[src/rtl/apb_slave_ram_pkg.sv]
// Shared types and default bus widths for the APB slave RAM.
// State encoding is a one-bit enum: IDLE waits for a setup phase and
// ACCESS runs the wait-state countdown.
package apb_pkg;

  typedef enum logic {
    IDLE   = 1'b0,
    ACCESS = 1'b1
  } apb_slv_state_t;

  localparam int APB_ADDR_W = 8;
  localparam int APB_DATA_W = 8;

endpackage

[src/rtl/apb_slave_ram_if.sv]
// APB bus bundle between apb_master and apb_slave_ram.
// The master modport drives the request signals.
// The slave modport drives PRDATA/PREADY/PSLVERR.
interface apb_slave_ram_if #(
  parameter int ADDR_WIDTH = apb_pkg::APB_ADDR_W,
  parameter int DATA_WIDTH = apb_pkg::APB_DATA_W
);

  logic                  PSEL;
  logic                  PENABLE;
  logic                  PWRITE;
  logic [ADDR_WIDTH-1:0] PADDR;
  logic [DATA_WIDTH-1:0] PWDATA;
  logic [DATA_WIDTH-1:0] PRDATA;
  logic                  PREADY;
  logic                  PSLVERR;

  modport master (
    output PSEL, PENABLE, PWRITE, PADDR, PWDATA,
    input  PRDATA, PREADY, PSLVERR
  );

  modport slave (
    input  PSEL, PENABLE, PWRITE, PADDR, PWDATA,
    output PRDATA, PREADY, PSLVERR
  );

endinterface

[src/rtl/apb_slave_ram_array.sv]
// apb_ram_array: single-port word RAM behind the APB slave.
// Write is synchronous and read is asynchronous through the same address.
// A synchronous reset clears every word to zero.
module apb_ram_array
  import apb_pkg::*;
#(
  parameter  int DEPTH      = 64,
  parameter  int DATA_WIDTH = APB_DATA_W,
  localparam int IDX_W      = (DEPTH > 1) ? $clog2(DEPTH) : 1
) (
  input  logic                  i_clk,
  input  logic                  i_rst,
  input  logic                  i_we,
  input  logic [IDX_W-1:0]      i_addr,
  input  logic [DATA_WIDTH-1:0] i_wdata,
  output logic [DATA_WIDTH-1:0] o_rdata
);

  logic [DATA_WIDTH-1:0] r_mem [DEPTH];

  // Clear all words on reset, otherwise commit a write when enabled.
  always_ff @(posedge i_clk) begin
    if (i_rst) begin
      for (int i = 0; i < DEPTH; i++) begin
        r_mem[i] <= '0;
      end
    end else if (i_we) begin
      r_mem[i_addr] <= i_wdata;
    end
  end

  assign o_rdata = r_mem[i_addr];

endmodule

[src/rtl/apb_slave_ram.sv]
// apb_slave_ram: APB slave with on-chip RAM and WAIT_STATES wait states.
// Optional macro APB_SLAVE_PSLVERR_EN changes out-of-range handling.
// - When it is defined, an out-of-range access completes with PSLVERR=1,
//   the write is dropped and PRDATA is 0.
// - When it is not defined, the address wraps modulo DEPTH.
module apb_slave_ram
  import apb_pkg::*;
#(
  parameter int ADDR_WIDTH  = APB_ADDR_W,
  parameter int DATA_WIDTH  = APB_DATA_W,
  parameter int DEPTH       = 64,
  parameter int WAIT_STATES = 1
) (
  input logic             PCLK,
  input logic             PRESET,
  apb_slave_ram_if.slave  bus
);

  localparam int IDX_W = (DEPTH > 1) ? $clog2(DEPTH) : 1;
  localparam int CNT_W = $clog2(WAIT_STATES + 2);
  localparam logic [CNT_W-1:0]    CNT_LOAD = CNT_W'(WAIT_STATES);
  localparam logic [CNT_W-1:0]    CNT_ONE  = CNT_W'(1);
  localparam logic [ADDR_WIDTH:0] DEPTH_X  = (ADDR_WIDTH + 1)'(DEPTH);

  apb_slv_state_t        r_state;
  logic [CNT_W-1:0]      r_cnt;
  logic [ADDR_WIDTH-1:0] r_addr;
  logic                  r_write;
  logic [DATA_WIDTH-1:0] r_wdata;
  logic [DATA_WIDTH-1:0] r_prdata;

  logic                  w_setup;
  logic                  w_ready;
  logic                  w_complete;
  logic                  w_live_err;
  logic                  w_lat_err;
  logic [IDX_W-1:0]      w_live_idx;
  logic [IDX_W-1:0]      w_lat_idx;
  logic [IDX_W-1:0]      w_mem_addr;
  logic                  w_mem_we;
  logic [DATA_WIDTH-1:0] w_mem_rdata;

  // Word index: modulo DEPTH, which is the identity for in-range addresses.
  assign w_live_idx = IDX_W'({1'b0, bus.PADDR} % DEPTH_X);
  assign w_lat_idx  = IDX_W'({1'b0, r_addr} % DEPTH_X);

`ifdef APB_SLAVE_PSLVERR_EN
  assign w_live_err = ({1'b0, bus.PADDR} >= DEPTH_X);
  assign w_lat_err  = ({1'b0, r_addr} >= DEPTH_X);
`else
  assign w_live_err = 1'b0;
  assign w_lat_err  = 1'b0;
`endif

  // Decode handshake phases and steer the single RAM port.
  // The live address is used in IDLE for setup reads.
  // The latched address is used in ACCESS for write commits.
  always_comb begin
    w_setup    = bus.PSEL & ~bus.PENABLE;
    w_ready    = (r_state == ACCESS) && (r_cnt == '0);
    w_complete = w_ready & bus.PSEL & bus.PENABLE;
    w_mem_we   = w_complete & r_write & ~w_lat_err;
    if (r_state == ACCESS) begin
      w_mem_addr = w_lat_idx;
    end else begin
      w_mem_addr = w_live_idx;
    end
  end

  apb_ram_array #(
    .DEPTH      (DEPTH),
    .DATA_WIDTH (DATA_WIDTH)
  ) u_ram (
    .i_clk   (PCLK),
    .i_rst   (PRESET),
    .i_we    (w_mem_we),
    .i_addr  (w_mem_addr),
    .i_wdata (r_wdata),
    .o_rdata (w_mem_rdata)
  );

  // Transfer FSM: latch the request at setup, count down wait states,
  // return to IDLE on completion or when PSEL is dropped.
  always_ff @(posedge PCLK) begin
    if (PRESET) begin
      r_state  <= IDLE;
      r_cnt    <= '0;
      r_addr   <= '0;
      r_write  <= 1'b0;
      r_wdata  <= '0;
      r_prdata <= '0;
    end else begin
      case (r_state)
        IDLE: begin
          if (w_setup) begin
            r_state <= ACCESS;
            r_addr  <= bus.PADDR;
            r_write <= bus.PWRITE;
            r_wdata <= bus.PWDATA;
            r_cnt   <= CNT_LOAD;
            if (!bus.PWRITE) begin
              r_prdata <= w_live_err ? '0 : w_mem_rdata;
            end
          end
        end
        ACCESS: begin
          if (!bus.PSEL) begin
            r_state <= IDLE;
          end else if (bus.PENABLE) begin
            if (r_cnt != '0) begin
              r_cnt <= r_cnt - CNT_ONE;
            end else begin
              r_state <= IDLE;
            end
          end
        end
        default: begin
          r_state <= IDLE;
        end
      endcase
    end
  end

  assign bus.PREADY  = w_ready;
  assign bus.PSLVERR = w_ready & w_lat_err;
  assign bus.PRDATA  = r_prdata;

endmodule

[src/flat_wrapper.sv]
// flat-port wrapper written by rule: the top's interface ports become plain ports
module apb_slave_ram_flat import apb_pkg::*;
#(
  parameter int ADDR_WIDTH  = APB_ADDR_W,
  parameter int DATA_WIDTH  = APB_DATA_W,
  parameter int DEPTH       = 64,
  parameter int WAIT_STATES = 1
)
  (PCLK, PRESET, bus_PSEL, bus_PENABLE, bus_PWRITE, bus_PADDR, bus_PWDATA, bus_PRDATA, bus_PREADY, bus_PSLVERR);
  apb_slave_ram_if #(.ADDR_WIDTH(ADDR_WIDTH), .DATA_WIDTH(DATA_WIDTH)) bus_i ();
  input logic PCLK;
  input logic PRESET;
  input wire logic [$bits(bus_i.PSEL)-1:0] bus_PSEL;
  input wire logic [$bits(bus_i.PENABLE)-1:0] bus_PENABLE;
  input wire logic [$bits(bus_i.PWRITE)-1:0] bus_PWRITE;
  input wire logic [$bits(bus_i.PADDR)-1:0] bus_PADDR;
  input wire logic [$bits(bus_i.PWDATA)-1:0] bus_PWDATA;
  output wire logic [$bits(bus_i.PRDATA)-1:0] bus_PRDATA;
  output wire logic [$bits(bus_i.PREADY)-1:0] bus_PREADY;
  output wire logic [$bits(bus_i.PSLVERR)-1:0] bus_PSLVERR;
  assign bus_i.PSEL = bus_PSEL;
  assign bus_i.PENABLE = bus_PENABLE;
  assign bus_i.PWRITE = bus_PWRITE;
  assign bus_i.PADDR = bus_PADDR;
  assign bus_i.PWDATA = bus_PWDATA;
  assign bus_PRDATA = bus_i.PRDATA;
  assign bus_PREADY = bus_i.PREADY;
  assign bus_PSLVERR = bus_i.PSLVERR;
  apb_slave_ram #(.ADDR_WIDTH(ADDR_WIDTH), .DATA_WIDTH(DATA_WIDTH), .DEPTH(DEPTH), .WAIT_STATES(WAIT_STATES)) u_core (.PCLK(PCLK), .PRESET(PRESET), .bus(bus_i));
endmodule
[config.mk]
export PLATFORM = sky130hd
export DESIGN_NAME = apb_slave_ram_flat
export DESIGN_NICKNAME = d
export VERILOG_FILES = /design/src/rtl/apb_slave_ram_pkg.sv /design/src/rtl/apb_slave_ram_if.sv /design/src/rtl/apb_slave_ram_array.sv /design/src/rtl/apb_slave_ram.sv /design/src/flat_wrapper.sv
export SDC_FILE = /design/constraint.sdc
export NUM_CORES = 1
export LEC_CHECK = 0
export ABC_AREA = 0
export CORE_MARGIN = 1
export CORE_UTILIZATION = 23
export CTS_CLUSTER_DIAMETER = 200
export DETAILED_ROUTE_END_ITERATION = 12
export SLEW_MARGIN = 5
export SYNTH_ARGS = -nofsm -noshare
export SYNTH_HDL_FRONTEND = slang
export SYNTH_HIERARCHICAL = 1
export SYNTH_SLANG_ARGS = --single-unit
[constraint.sdc]
create_clock -name PCLK -period 3.1 [get_ports PCLK]
set_clock_uncertainty 0.05 [all_clocks]
set_input_delay 0.62 -clock PCLK [delete_from_list [all_inputs] [get_ports PCLK]]
set_output_delay 0.62 -clock PCLK [all_outputs]
set_load 0.1 [all_outputs]
## After elaboration in Yosys (flattened, before gate mapping)

Memory sizes are Yosys's and may differ from the RTL's. A register that Yosys moved wholly into a read port is not among the register bits.
Cells that the tools add are included.

- Flip-flop bits (word level): 18
- RAM bits: 512
- Bits of input ports: 21
- Output and inout bits: 10
- Word-level logic and storage cells: 44
- Memories: 1

- Add/subtract/negate cells: 1
- Equal/unequal tests: 4
- Muxes and demuxes: 19
- Bitwise operators: 7
- Reduce and logical (&&, ||, !) cells: 7

Memories:

| memory | words | bits a word | read ports | clocked after memory_dff | wr ports | line | source |
|---|---|---|---|---|---|---|---|
| u_core.u_ram.r_mem | 64 | 8 | 1 | 1 | 64 | apb_slave_ram_array.sv:19 | `logic [DATA_WIDTH-1:0] r_mem [DEPTH];` |

Operators by type and width:

| cell | number |
|---|---|
| two-way mux 6 bit | 2 |
| two-way mux 1 bit | 10 |
| two-way mux 2 bit | 4 |
| two-way mux 8 bit | 1 |
| OR reduction 8 bit | 1 |
| inequality test 2 bit, second input constant | 3 |
| AND 1 bit | 4 |
| one-hot mux 2 bit (2 select lines) | 1 |
| AND reduction 4 bit | 1 |
| NOT 1 bit | 3 |
| AND reduction 3 bit | 1 |
| zero test 2 bit | 1 |
| inequality test 2 x 1 -> 1 bit, second input constant | 1 |
| one-hot mux 1 bit (2 select lines) | 1 |
| AND reduction 2 bit | 1 |
| nonzero test 2 bit | 1 |
| subtractor 2 x 1 -> 2 bit, second input constant | 1 |
| logical AND 1 bit | 1 |

## Depth between registers and ports, before layout

- Word-level depth: 10
- Gate-level depth with buffers: 15

## Cells and area by module

Netlist, hierarchy kept.

By module, submodules not included:

| module | times used | cells an instance | area an instance (sq um) | sequential area each (sq um) |
|---|---|---|---|---|
| apb_ram_array | 1 | 1,851 | 23,954.2 | 15,374.7 |
| apb_slave_ram | 1 | 135 | 1,144.8 | 520.5 |

## Worst setup path before layout

Ideal clock, no wire load.

- Path type: register -> register
- Start point: register u_core.r_cnt[0]
- End point: memory u_core/u_ram/r_mem[22][0] (netlist bit), enable pin
- Library setup time: 0.310 ns
- Arrival: 2.794 ns
- Setup slack: -0.053 ns
- Stages on the path, launching flop included: 9
- Buffers on the path: 0
- Clock period less this slack: 3.153 ns
- Path through: dfxtp_1 -> inv_1 -> ha_1 -> and2_1 -> and4_1 -> nor3b_1 -> nand2_1 -> nor3_1 -> or2_2

RTL lines:

| item | line | source |
|---|---|---|
| start: declaration | apb_slave_ram.sv:26 | `logic [CNT_W-1:0] r_cnt;` |
| start signal: assignment | apb_slave_ram.sv:111 | `r_cnt <= r_cnt - CNT_ONE;` |
| end: declaration | apb_slave_ram_array.sv:19 |  |

## Final worst setup path

- Start point: input bus_PADDR[1]
- End point: register u_core.r_prdata[6] (netlist: u_core/bus.PRDATA[6]), read port of u_core.u_ram.r_mem

- Longest elaborated chain between the ends: 1

RTL lines:

| item | line | source |
|---|---|---|
| start: declaration | flat_wrapper.sv:16 | `input wire logic [$bits(bus_i.PADDR)-1:0] bus_PADDR;` |
| two-way mux 6 bit | apb_slave_ram.sv:63 | `if (r_state == ACCESS) begin` |
| via u_core.w_mem_addr[1] | apb_slave_ram.sv:39 | `logic [IDX_W-1:0] w_mem_addr;` |
| end: declaration | apb_slave_ram.sv:30 | `logic [DATA_WIDTH-1:0] r_prdata;` |

The timed path passes the listed nets, and every way through them passes these cells.
A chain may end at the register's enable or synchronous reset.

==> results_dict.tcl <==
set metrics [dict create \
    status "finished, final reports clean" \
    worstMarginPinSlew_ns 0.966 \
    rows 120 \
    critPathKind "primary input to flip-flop" \
    gr-total-overflow 0 \
    area.growth.synth_to_final_pct 23.1 \
    yosysSeqAreaShare 0.633 \
    start_kind "primary input" \
    yosys_warnings 6 \
    clkTransAtPathRegs_ns 0.06 \
    cts_tree "yes" \
    syn-cell-area_um2 25100 \
    leakage_nw 11.3 \
    slowest_delay_ns 0.43 \
    layout_setup_ws_ns 0.0641 \
    grt_pass1_wl_um 111000 \
    cts_max_level 2 \
    clk_latency_ns 0.62 \
    drc 0 \
    slowest_stage "clkdlybuf4s50_1" \
    relSlewSlack 0.356 \
    initial_core_util 0.233 \
    drt-wirelength-per-cell_um 20.8 \
    dr.pass1.iters 5 \
    fillers 10900 \
    fin_cells 3638 \
    worstPathMaxFanout 6 \
    first_iter_violations 1771 \
    first_global_vias 16900 \
    ir_worst_vdd_v 0.000364 \
    vias 17000 \
    hold_slack_ns 0.401 \
    synth_edf_count 512 \
    p_per_area_nw_per_um2 556 \
    die_h_um 332 \
    cts_made_buffers 55 \
    cp.arrival_ns 3.48 \
    fmax_mhz 329 \
    synth-main-ff-cell "edfxtp_1" \
    worstPathRequired_ns 3.54 \
    ant_nets 0 \
    r2r_cells 12 \
    coreArea_um2 108000 \
    dieWidth_um 332 \
    clockBufferDepth 3 \
    cp.depth 13 \
    postSynthCellCount 1986 \
    ys_ff_latch 538 \
    drive_gt1_frac 0.238 \
    numPortBuffers 27 \
    setup-violations-final 0 \
    grtUsageTotal 0.133 \
    crit_family "buffers and inverters" \
    finalMaxSlewViolations 0 \
    cp-end-kind "flip-flop" \
    mostFrequentLayoutCells "515 x and2_1, 512 x edfxtp_1, 260 x buf_4" \
    mostFrequentLayoutCell "and2_1" \
    synth_cell_type_count 66 \
    viasPerCell 4.67 \
    hold_viol 0 \
    post-route-util 0.287 \
    syn_avg_cell_area_um2 12.6 \
    async_reset_ff_frac 0 \
    hold_path_depth 2 \
    place_ws_ns -0.789 \
    dpl.hpwl_um 49200 \
    finalSetupTns_ns 0 \
    post-route-min-period_ns 3.04 \
    cts_root_buf "clkbuf_16" \
    dieArea_um2 110000 \
    gp_congestion 0.862 \
    cts_hold_buffers 0 \
    wirelength_um 75700 \
    fin_crit_sh 0.979 \
    final_cell_area_um2 30900 \
    hold_path_class "flip-flop to flip-flop" \
    p_total_mw 17.2 \
    path_cells "clkdlybuf4s50_1 -> mux2_4 -> buf_12 -> and2_4 -> buf_4 -> a221oi_2 -> nor2_1 -> a221oi_2 -> buf_4 -> o22ai_1 -> or4_1 -> nand2_1 -> a21oi_1" \
    cts_sinks 538 \
    antenna_found_initial 1 \
    grt_max_degree 90 \
    dpl-instance-area_um2 28700 \
    drv_cap 0 \
    nets 2209 \
    dpl.cell_count 3522 \
    syn-num-nets 2008 \
    path_buf_inv 4 \
    io_pins 31 \
]
-- cell families after synthesis --
family / synth area share
buffers and inverters: 0.0325
and+or+nand+nor: 0.193
other: 0.000149
adders and majority gates: 0.000498
DFF: 0.633
AOI/OAI and AO/OA: 0.101
muxes: 0.0397
-- worst paths after layout --
| kind | startpoint | to | slack, ns |
|---|---|---|---|
| setup / recovery | bus_PADDR[1] | u_core/bus.PRDATA[6]$_SDFFE_PP0P_ | 0.06 |
| hold / removal | u_core/r_addr[5]$_SDFFE_PP0P_ | u_core/r_addr[5]$_SDFFE_PP0P_ | 0.40 |
| setup reg to reg | u_core/r_state$_SDFF_PP0_ | u_core/bus.PRDATA[6]$_SDFFE_PP0P_ | 0.09 |
| hold reg to reg | u_core/r_addr[5]$_SDFFE_PP0P_ | u_core/r_addr[5]$_SDFFE_PP0P_ | 0.40 |
-- worst reg2reg max path, cell delays in order, from the launching register on --
cell and delay (ns):
dfxtp_4 0.38, mux2_4 0.39, buf_12 0.17, and2_4 0.24, buf_4 0.18, a221oi_2 0.26
nor2_1 0.08, a221oi_2 0.33, buf_4 0.20, o22ai_1 0.07, or4_1 0.41, nand2_1 0.07
a21oi_1 0.05
-- power by group --
group	total, mW	internal (mW)	leakage [nW]	switching, mW
logic	1.63	0.627	4.84	0.999
registers	8.31	8.17	5.51	0.140
clock network	7.24	4.40	0.947	2.84
-- metal layers --
metal / GRT usage / routed length, µm
met1: 0.180 / 33300
met4: 0.0459 / 2550
met5: 0 / 0
met2: 0.213 / 34200
met3: 0.0236 / 5680
-- state kept, by name, summed over array words and instances (netlist names) --
signal / cells
u_core/r_cnt: 2
u_core/bus.PRDATA: 8
u_core/r_wdata: 8
u_core/u_ram/r_mem: 512
u_core/r_state: 1
u_core/r_write: 1
u_core/r_addr: 6
-- what timing repair did --
action / 4_1_cts / 5_1_grt
pin swaps: 0 / 1
setup buffers: 4 / 4
gates resized for setup: 7 / 21
setup endpoints to repair: 6 / 8
cloned: 0 / 3
-- area by class of cell --
| type | instances | area [µm²] | area share |
|---|---|---|---|
| inverter | 6 | 22.5 | 0.000729 |
| sequential | 538 | 15900 | 0.515 |
| multi-input combinational | 1281 | 8570 | 0.277 |
| antenna | 2 | 5.00 | 0.000162 |
| clock inverter | 27 | 422 | 0.0136 |
| clock buffer | 76 | 1550 | 0.0501 |
| tap | 1403 | 1760 | 0.0568 |
| timing repair buffer | 305 | 2680 | 0.0866 |
-- cells in the mapped netlist, drive strengths merged, types with 8 or more instances --
cell type	instances	area (µm²)
dfxtp	26	521
edfxtp	512	15400
o221ai	9	78.8
a21oi	55	275
nor2	110	413
clkbuf	88	330
nand3	15	75.1
a221oi	76	678
o211ai	8	60.1
a22oi	69	523
mux2	40	450
a22o	19	166
or2	69	432
o22ai	21	131
o21ai	46	234
nor3	8	40.0
mux2i	41	410
and2	518	3250
nand2	79	297
a221o	11	110
buf	76	462
Power figures use the tool's default switching activity.
